### config.mk
export PLATFORM = sky130hd
export DESIGN_NAME = wb_bram_bridge
export DESIGN_NICKNAME = d
export VERILOG_FILES = /design/src/rtl/wb_bram_bridge.sv
export SDC_FILE = /design/constraint.sdc
export NUM_CORES = 1
export LEC_CHECK = 0
export BUFFER_PORTS_ARGS = -buffer_cell sky130_fd_sc_hd__buf_4
export CORE_UTILIZATION = 34
export CTS_BUF_LIST = sky130_fd_sc_hd__clkbuf_8 sky130_fd_sc_hd__clkbuf_16
export CTS_CLUSTER_SIZE = 25
export DETAILED_ROUTE_END_ITERATION = 6
export HOLD_SLACK_MARGIN = 0.15
export PLACE_DENSITY_LB_ADDON = 0.3
export SYNTH_ARGS = -nofsm -noshare
export SYNTH_HDL_FRONTEND = slang
export SYNTH_SLANG_ARGS = --single-unit
### constraint.sdc
create_clock -name sys_clk -period 1.7 [get_ports sys_clk]
set_input_delay 0.085 -clock sys_clk [delete_from_list [all_inputs] [get_ports sys_clk]]
set_output_delay 0.085 -clock sys_clk [all_outputs]
set_load 0.1 [all_outputs]
### src/rtl/wb_bram_bridge.sv
// Wishbone B4 classic slave bridging QSPI Wishbone master requests onto a single-port BRAM.
// Define WB_BRAM_OUTREG_EN when the RAM is built with a registered output (DO_REG=1).
module wb_bram_bridge #(
    parameter int          AW        = 9,
    parameter logic [31:0] BASE_ADDR = 32'h0000_0000
) (
    input  logic          sys_clk,
    input  logic          rst_n,
    input  logic          wbs_cyc_i,
    input  logic          wbs_stb_i,
    input  logic [31:0]   wbs_adr_i,
    input  logic          wbs_we_i,
    input  logic [31:0]   wbs_dat_i,
    input  logic [3:0]    wbs_sel_i,
    output logic [31:0]   wbs_dat_o,
    output logic          wbs_ack_o,
    output logic          wbs_err_o,
    output logic          mem_en,
    output logic [AW-1:0] mem_addr,
    output logic [3:0]    mem_we,
    output logic [31:0]   mem_di,
    input  logic [31:0]   mem_do,
    output logic [7:0]    err_cnt,
    output logic          busy
);

    typedef enum logic [2:0] {
        IDLE,
        RD_WAIT,
`ifdef WB_BRAM_OUTREG_EN
        RD_PIPE,
`endif
        RD_CAP,
        RESP
    } state_t;

    state_t state;
    state_t state_nxt;
    logic   req;
    logic   hit;
    logic   ack_nxt;
    logic   err_nxt;
    logic   cap;
    logic   unused_adr;

    // rst_n gates the accept so the RAM is never strobed while reset is held
    assign req        = (state == IDLE) && wbs_cyc_i && wbs_stb_i && rst_n;
    assign hit        = (wbs_adr_i[31:AW+2] == BASE_ADDR[31:AW+2]);
    assign mem_en     = req && hit;
    assign mem_we     = (mem_en && wbs_we_i) ? wbs_sel_i : 4'b0000;
    assign mem_addr   = wbs_adr_i[AW+1:2];
    assign mem_di     = wbs_dat_i;
    assign busy       = (state != IDLE);
    assign unused_adr = ^wbs_adr_i[1:0];

    always_comb begin
        state_nxt = state;
        ack_nxt   = 1'b0;
        err_nxt   = 1'b0;
        cap       = 1'b0;
        unique case (state)
            IDLE: begin
                if (req) begin
                    if (!hit) begin
                        state_nxt = RESP;
                        err_nxt   = 1'b1;
                    end else if (wbs_we_i) begin
                        state_nxt = RESP;
                        ack_nxt   = 1'b1;
                    end else begin
                        state_nxt = RD_WAIT;
                    end
                end
            end
            RD_WAIT: begin
                if (!wbs_cyc_i) begin
                    state_nxt = IDLE;
                end else begin
`ifdef WB_BRAM_OUTREG_EN
                    state_nxt = RD_PIPE;
`else
                    state_nxt = RD_CAP;
`endif
                end
            end
`ifdef WB_BRAM_OUTREG_EN
            RD_PIPE: begin
                state_nxt = wbs_cyc_i ? RD_CAP : IDLE;
            end
`endif
            RD_CAP: begin
                if (!wbs_cyc_i) begin
                    state_nxt = IDLE;
                end else begin
                    state_nxt = RESP;
                    ack_nxt   = 1'b1;
                    cap       = 1'b1;
                end
            end
            RESP: begin
                state_nxt = IDLE;
            end
            default: begin
                state_nxt = IDLE;
            end
        endcase
    end

    always_ff @(posedge sys_clk or negedge rst_n) begin
        if (!rst_n) begin
            state     <= IDLE;
            wbs_ack_o <= 1'b0;
            wbs_err_o <= 1'b0;
            wbs_dat_o <= 32'h0;
            err_cnt   <= 8'h00;
        end else begin
            state     <= state_nxt;
            wbs_ack_o <= ack_nxt;
            wbs_err_o <= err_nxt;
            if (cap) begin
                wbs_dat_o <= mem_do;
            end
            if (err_nxt && (err_cnt != 8'hFF)) begin
                err_cnt <= err_cnt + 8'h01;
            end
        end
    end

endmodule
== Yosys cells after proc, flatten, opt, wreduce, memory -nomap -nowiden ==
Index checks and enable logic that the tools add are counted.
Storage, ports and cells
  flip-flop bits (word level): 45
  memory bits (read-only): 0
  word-level logic and storage cells: 35
  memory bits (writable): 0
  bits in latches: 0
  input bits: 105
  memories: 0
Operators by class
  multipliers: 0
  bitwise operators: 0
  reduce and logical (&&, ||, !) cells: 9
  magnitude comparators: 0
  shift-type cells: 0
  div/mod/pow operators: 0
  mux-type cells: 16
  add/sub/neg operators: 1
  eq/ne operators: 4
Operators by type and width (count)
  21-bit zero test: 1
  3-bit case mux with 3 select lines: 1
  8-bit by 1-bit adder with 8-bit output (second input constant): 1
  1-bit 2-to-1 mux: 8
  2-bit 2-to-1 mux: 4
  8-bit inequality test (second input constant): 1
  1-bit logical AND: 6
  4-bit 2-to-1 mux: 1
  3-bit by 1-bit == test with 1-bit output (second input constant): 1
  3-bit by 2-bit == test with 1-bit output (second input constant): 1
  3-bit zero test: 1
  3-bit 2-to-1 mux: 1
  3-bit nonzero test: 1
  2-bit inequality test (second input constant): 1
  1-bit case mux with 2 select lines: 1

== Depth between registers and ports, before layout ==
Gate-level depths: netlist of run 1.
  depth in word-level cells: 7
  gate-level depth with buffers: 6

== Worst setup path after synthesis of run 1 ==
No wires, ideal clock.
  kind: input to output
  start point: input port wbs_adr_i[14]
  end point: output port mem_we[0]
  path slack: -0.799 ns
  cell stages on the path: 5
  arrival time: 2.414 ns
  cell sequence: or4_1 > or4_1 > buf_6 > nor2_8 > and3_1
On the way
  cells in the longest elaborated chain, start to end: 4
RTL lines
  start, declared: RTL line 11  | input logic [31:0] wbs_adr_i,
  21-bit zero test: RTL line 48  | assign hit = (wbs_adr_i[31:AW+2] == BASE_ADDR[31:AW+2]);
  1-bit logical AND: RTL line 49  | assign mem_en = req && hit;
  via mem_en: RTL line 18  | output logic mem_en,
  1-bit logical AND: RTL line 50  | assign mem_we = (mem_en && wbs_we_i) ? wbs_sel_i : 4'b0000;
  4-bit 2-to-1 mux: RTL line 50
  end, declared: RTL line 20  | output logic [3:0] mem_we,
The timed path passes the listed nets, and every way through them passes these cells.

== Worst setup path in the final report of run 1 ==
  start point: input port wbs_adr_i[14]
  end point: output port mem_we[0]
On the way
  cells in the longest elaborated chain, start to end: 4
RTL lines (RTL line)
  21-bit zero test: 48
  1-bit logical AND: 49
  1-bit logical AND: 50
  4-bit 2-to-1 mux: 50
No other way between the ends.

==> metrics.txt, run 1 <==
Avg WL per Cell=about 14 um; first-pass GRT wire length=about 8000 um; share of layout cells above drive strength 1=0.612; GRT Overall Usage=0.161; Post-Syn Instances=170; die area=approximately 0.0066 sq mm; sequential cell area fraction in the yosys report=0.514; Initial Util=0.358; worst vdd rail ir drop=about 1.6 mV; critical path type=primary input to output pin; DIE HEIGHT=just over 80 um; Max FO, Critical Path=5; RSZ-0062 raised after global routing=true; final hold vios=0; DP HPWL=about 3400 um; Mean Syn Cell Area=approximately 13 sq um; Root Buffer=clkbuf_8; Reg area=approximately 0.0011 sq mm; vias in the first global route=around 1800; # rows=28; slew of the pin with the lowest slew margin=approximately 0.55 ns; Critical Path RT=around 1.6 ns; Leak=between 1.5 and 2 nW; Synth area leaders=dfrtp_1 (51%), mux2_2 (17%), buf_4 (14%); initial DRC count=56; failing checks=negative setup slack; flops & latches, synth=44; Yosys warning count=0; nets=391; area of the core=between 0.005 and 0.006 sq mm; Yosys top cell area share=0.514; Slew headroom=0.631; fill count=about 500; post-CTS setup buffers=0; Tcrit/Tclk final=1.07; clock tree buffer depth=2; # diodes=0; TritonCTS clock tree=yes; Clock Skews=between 0.007 and 0.008 ns; Vias=between 1500 and 2000; largest area contributor in the netlist=dfrtp_1; Synth cell types=25; Non-Filler Instances=roughly 360; grt ovf=0; Final GP Congestion=roughly 0.7; # IOs=between 150 and 200; Num CTS Buffers=5; number of I/O port buffers=about 110; status=finished, violations left; initial antenna violation count=0; die width=around 80 um; clk_lat worst skew=slightly below 0.3 ns; Cells after DPL=around 320; area of the multi-input gates=roughly 740 sq um; CTS Sinks=44; Area Growth Syn to Fin=58.1%; Slew Limit Fails=0; DRT Pass-1 Iters=4; DRC=0; critical path arrival=roughly 1.7 ns; FMAX=between 500 and 600 MHz; PD cells=~2300 mW/mm^2; largest net degree at the start of global routing=between 40 and 50; # H-tree levels=2; worst hold margin=between 0.15 and 0.2 ns; Routed Antenna Nets=0; Post-Route WL=5160 um; fin util=0.566; final worst slack=-0.120 ns; hold crit path type=primary input to output pin; via/cell ratio=roughly 4.6; design area=roughly 0.0034 sq mm; Max Cap Viol=0; Worst setup EP type=output pin; crit path launch type=primary input; Placed Instance Area=around 0.0028 sq mm; Tmin final=about 1.8 ns; Setup-failing EPs final=5; Synth Cell Area=~0.0021 sq mm; Post-Syn Nets=276
## layout make-up
class | instances | share of cell area
timing repair buffer | 153 | 0.390
sequential | 44 | 0.328
multi-input combinational | 81 | 0.219
tap | 75 | 0.0277
clock buffer | 6 | 0.0244
clock inverter | 2 | 0.0114
## worst max-delay path, cell delays in order
cell,delay (ns)
buf_6,0.09
or4_4,0.51
or4_4,0.53
nor2_8,0.13
and3_4,0.21
buf_12,0.17
## routing by layer
metal / wire length (um) / part of all wire / GRT usage
met1: 2030 / 0.39 / 0.178
met2: 2610 / 0.51 / 0.292
met3: 441 / 0.086 / 0.0472
met4: 79 / 0.015 / 0.0554
met5: 0 / 0 / 0
## stage by stage
stage	power [mW]	worst slack, ns	TNS, ns
global route	7.97	-0.163	-0.707
detailed placement	6.79	-0.314	-2.87
finish	7.67	-0.120	-0.489
global placement	6.75	-0.302	-2.69
CTS	7.71	-0.125	-0.519
floorplan	6.14	-0.400	-2.41
## logic make-up (layout without fill, tap and decap cells)
group	Yosys count	in the layout	share of synthesized area
buffers and inverters	45	161	0.154
flip-flops	44	44	0.514
AND/OR/NAND/NOR	37	37	0.114
multiplexers	33	33	0.173
XOR/XNOR	8	8	0.0327
AO/OA/AOI/OAI	2	2	0.00642
adder cells (fa/ha/maj)	1	1	0.00584
## final timing paths
path	slack (ns)	endpoint	start	depth (start not counted)
max	-0.12	mem_we[0]	wbs_adr_i[14]	6
min	0.17	mem_addr[0]	wbs_adr_i[2]	0
max reg2reg	0.12	err_cnt[1]$_DFFE_PN0P_	state[0]$_DFFE_PN0P_	6
min reg2reg	0.49	err_cnt[6]$_DFFE_PN0P_	err_cnt[6]$_DFFE_PN0P_	1
max in group asynchronous	0.83	err_cnt[2]$_DFFE_PN0P_	rst_n	3
min in group asynchronous	0.46	wbs_dat_o[20]$_DFFE_PN0P_	rst_n	3
## power by group
| group | total (mW) | switching (mW) | leakage (nW) | internal (mW) |
|---|---|---|---|---|
| clock network | 0.835 | 0.355 | 0.0614 | 0.480 |
| logic | 5.05 | 3.88 | 1.04 | 1.17 |
| registers | 1.78 | 0.271 | 0.529 | 1.51 |
## flip-flops by register name (all words and copies together), names as in the netlist
| signal | cells |
|---|---|
| err_cnt | 8 |
| state | 2 |
| wbs_dat_o | 32 |
| wbs_ack_o | 1 |
| wbs_err_o | 1 |
## synth_stat cells, drive strengths merged
master,n
xnor2,7
ha,1
dfrtp,44
nand4,3
mux2,33
nor4,3
o21ai,1
and3,7
or4,2
nor3,2
nand3,5
and4,1
nor2b,2
or2,1
nand2,6
a22o,1
nand4b,1
buf,45
nor2,4
xor2,1
## what timing repair did
action,4_1_cts,5_1_grt
gates resized for setup,19,1
pin swaps,3,1
hold endpoints to repair,79,0
endpoints found under the setup margin,5,5
hold buffers,36,0
## placed cells by master (no fill, tap or decap), drive strengths merged
cell         count
clkinv           1
o21ai            1
dfrtp           44
ha               1
nand4b           1
nor3             2
a22o             1
nand3            5
or4              2
nor2b            2
xnor2            7
xor2             1
or2              1
clkbuf           6
and4             1
bufinv           1
nand2            6
nand4            3
nor2             4
buf            117
nor4             3
mux2            33
and3             7
dlygate4sd3     36
(Power assumes the default switching activity.)
==> run 2: changes to the inputs <==
==> config.mk (replaced) <==
export PLATFORM = sky130hd
export DESIGN_NAME = wb_bram_bridge
export DESIGN_NICKNAME = d
export VERILOG_FILES = /design/src/rtl/wb_bram_bridge.sv
export SDC_FILE = /design/constraint.sdc
export NUM_CORES = 1
export LEC_CHECK = 0
export CORE_AREA = 2 2 76 78
export CTS_CLUSTER_SIZE = 25
export DETAILED_ROUTE_END_ITERATION = 6
export DIE_AREA = 0 0 78 80
export DONT_BUFFER_PORTS = 1
export HOLD_SLACK_MARGIN = 0.15
export PLACE_DENSITY_LB_ADDON = 0.3
export SYNTH_ARGS = -nofsm -noshare
export SYNTH_HDL_FRONTEND = slang
export SYNTH_SLANG_ARGS = --single-unit
==> run 2 against run 1 <==
The flow still finishes with violations (negative setup slack). Sequential cell count unchanged. Critical path depth shrank 1. Via count decreased by 13%. Largest cell class is now flip-flops and latches. Clock skew grew 0.0015 ns. Global-route usage about the same. Utilization decreased by 2.5 points. Register-to-register slack got worse by 0.06 ns. Cell count down 17%. Critical path type unchanged. First-iteration DRC count shrank 63%.
==> metrics.txt, run 2 (same netlist as run 1, synthesis figures left out) <==
status=finished, violations left; failing checks=negative setup slack; Slew headroom=0.645; Routed Antenna Nets=0; RSZ-0062 raised after global routing=true; largest net degree at the start of global routing=45; TritonCTS clock tree=yes; fill count=about 460; GRT busiest layer=met2; Max FO, Critical Path=6; WHS Path Cells=0; CTS Sinks=44; DP HPWL=between 3000 and 4000 um; hold crit path type=primary input to output pin; Tmin final=~1.7 ns; Tcrit/Tclk final=1.03; Critical Path RT=between 1.5 and 2 ns; most used cell, CP=or4_4; via/cell ratio=between 4 and 5; initial antenna violation count=0; # IOs=between 150 and 200; biggest regs=wbs_dat_o x32, err_cnt x8, state x2; DRC=0; grt ovf=0; number of I/O port buffers=0; clk_lat worst skew=0.29 ns; die width=a little under 80 um; CP Cell Sequence=or4_4, or4_4, nor2_8, and3_4, buf_12; slew of the pin with the lowest slew margin=approximately 0.54 ns; die area=roughly 0.0062 sq mm; final hold vios=0; Crit path largest cell delay=roughly 0.54 ns; critical path arrival=about 1.7 ns; Final GP Congestion=between 0.8 and 0.9; Worst Hold Path EP=mem_di[17]; Post-Route WL=5210 um; Clock Skews=0.00895 ns; max reg flops=32; GRT Overall Usage=0.161; first-pass GRT wire length=roughly 7700 um; FMAX=574 MHz; nets=332; Area Growth Syn to Fin=36.4%; GR Util met1=0.164; vias in the first global route=~1500; met2 Use GR=0.303; Biggest register=wbs_dat_o; fin util=0.541; Setup-failing EPs final=4; # rows=27; worst r2r path cells=5; most frequent cells in the layout=buf_4 (50), dfrtp_1 (37), dlygate4sd3_1 (37), mux2_2 (32); crit path launch type=primary input; critical path type=primary input to output pin; initial DRC count=21; DRT Pass-1 Iters=4; area of the core=around 0.0054 sq mm; Avg WL per Cell=17.4 um; Worst setup startpoint=wbs_adr_i[14]; share of layout cells above drive strength 1=0.507; Hold Startpoint=wbs_dat_i[17]; GR Util met3=0.0633; Root Buffer=clkbuf_8; # diodes=0; # H-tree levels=2; commonest non-fill, non-tap cell in the layout=buf_4; final worst slack=-0.0436 ns; DIE HEIGHT=~80 um; Critical R2R Launch=state[0]$_DFFE_PN0P_; crit path max-delay cell type=or4_4; Slew Limit Fails=0; RR Endpoint=state[1]$_DFFE_PN0P_; Vias=roughly 1400; Max Cap Viol=0; Crit path max-delay family=simple AND/OR/NAND/NOR gates; Num CTS Buffers=5; Worst setup EP type=output pin; WP buf/inv=1; register-to-register setup slack=approximately 0.060 ns; clock tree buffer depth=2; Initial Util=0.397
run 2: changes by cell type in the layout (fill, tap and decap cells not counted), sizes merged:
| cell | previous run | this run |
|---|---|---|
| buf | 117 | 57 |
| bufinv | 1 | 0 |
| clkinv | 1 | 2 |
| dlygate4sd3 | 36 | 37 |
run 2: worst max-delay path by stage:
| stage | slack (ns) | end | cells past startpoint |
|---|---|---|---|
| 6_report | -0.04 | mem_we[1] | 5 |
| 5_1_grt | -0.09 | mem_we[1] | 6 |
| 4_1_cts | -0.1 | mem_we[2] | 6 |
| 3_5_place_dp | -0.13 | mem_we[1] | 6 |
| 3_3_place_gp | -0.09 | mem_we[2] | 6 |
| 2_1_floorplan | -0.40 | mem_we[0] | 5 |
run 2: repair_timing:
action | in CTS | in global routing
endpoints found under the hold margin | 80 | 0
setup endpoints to repair | 5 | 7
buffers inserted | 2 | 1
gates resized for setup | 4 | 2
pin swaps | 3 | 5
hold buffers | 38 | 0
run 2: final cells by class:
cell class	instances	area [sq um]	share of cell area
multi-input combinational	81	747	0.255
tap	72	90.1	0.0308
clock inverter	2	10.0	0.00342
timing repair buffer	94	885	0.303
sequential	44	1110	0.380
clock buffer	6	82.6	0.0282
run 2: per-stage QoR:
step | hold WS (ns) | instances | setup WS, ns | setup TNS, ns | cell area, sq um
finish | 0.170 | 299 | -0.0436 | -0.156 | 2920
global route | 0.170 | 299 | -0.0940 | -0.435 | 2920
CTS | 0.171 | 299 | -0.0969 | -0.406 | 2920
detailed placement | -0.210 | 251 | -0.132 | -0.696 | 2400
global placement | -0.210 | 251 | -0.0934 | -0.413 | 2400
floorplan | -0.211 | 170 | -0.400 | -2.41 | 2170
run 2: per-layer routing:
metal	routed length, um	vias to the layer above	share of wire
met5	0	-	0
met4	82	0	0.016
met3	547	11	0.11
met2	2830	112	0.54
met1	1750	667	0.34
li1	-	653	-
Power of run 2 is not shown: default switching activity piles up to over one toggle a cycle in this logic, so the estimate is an artifact.
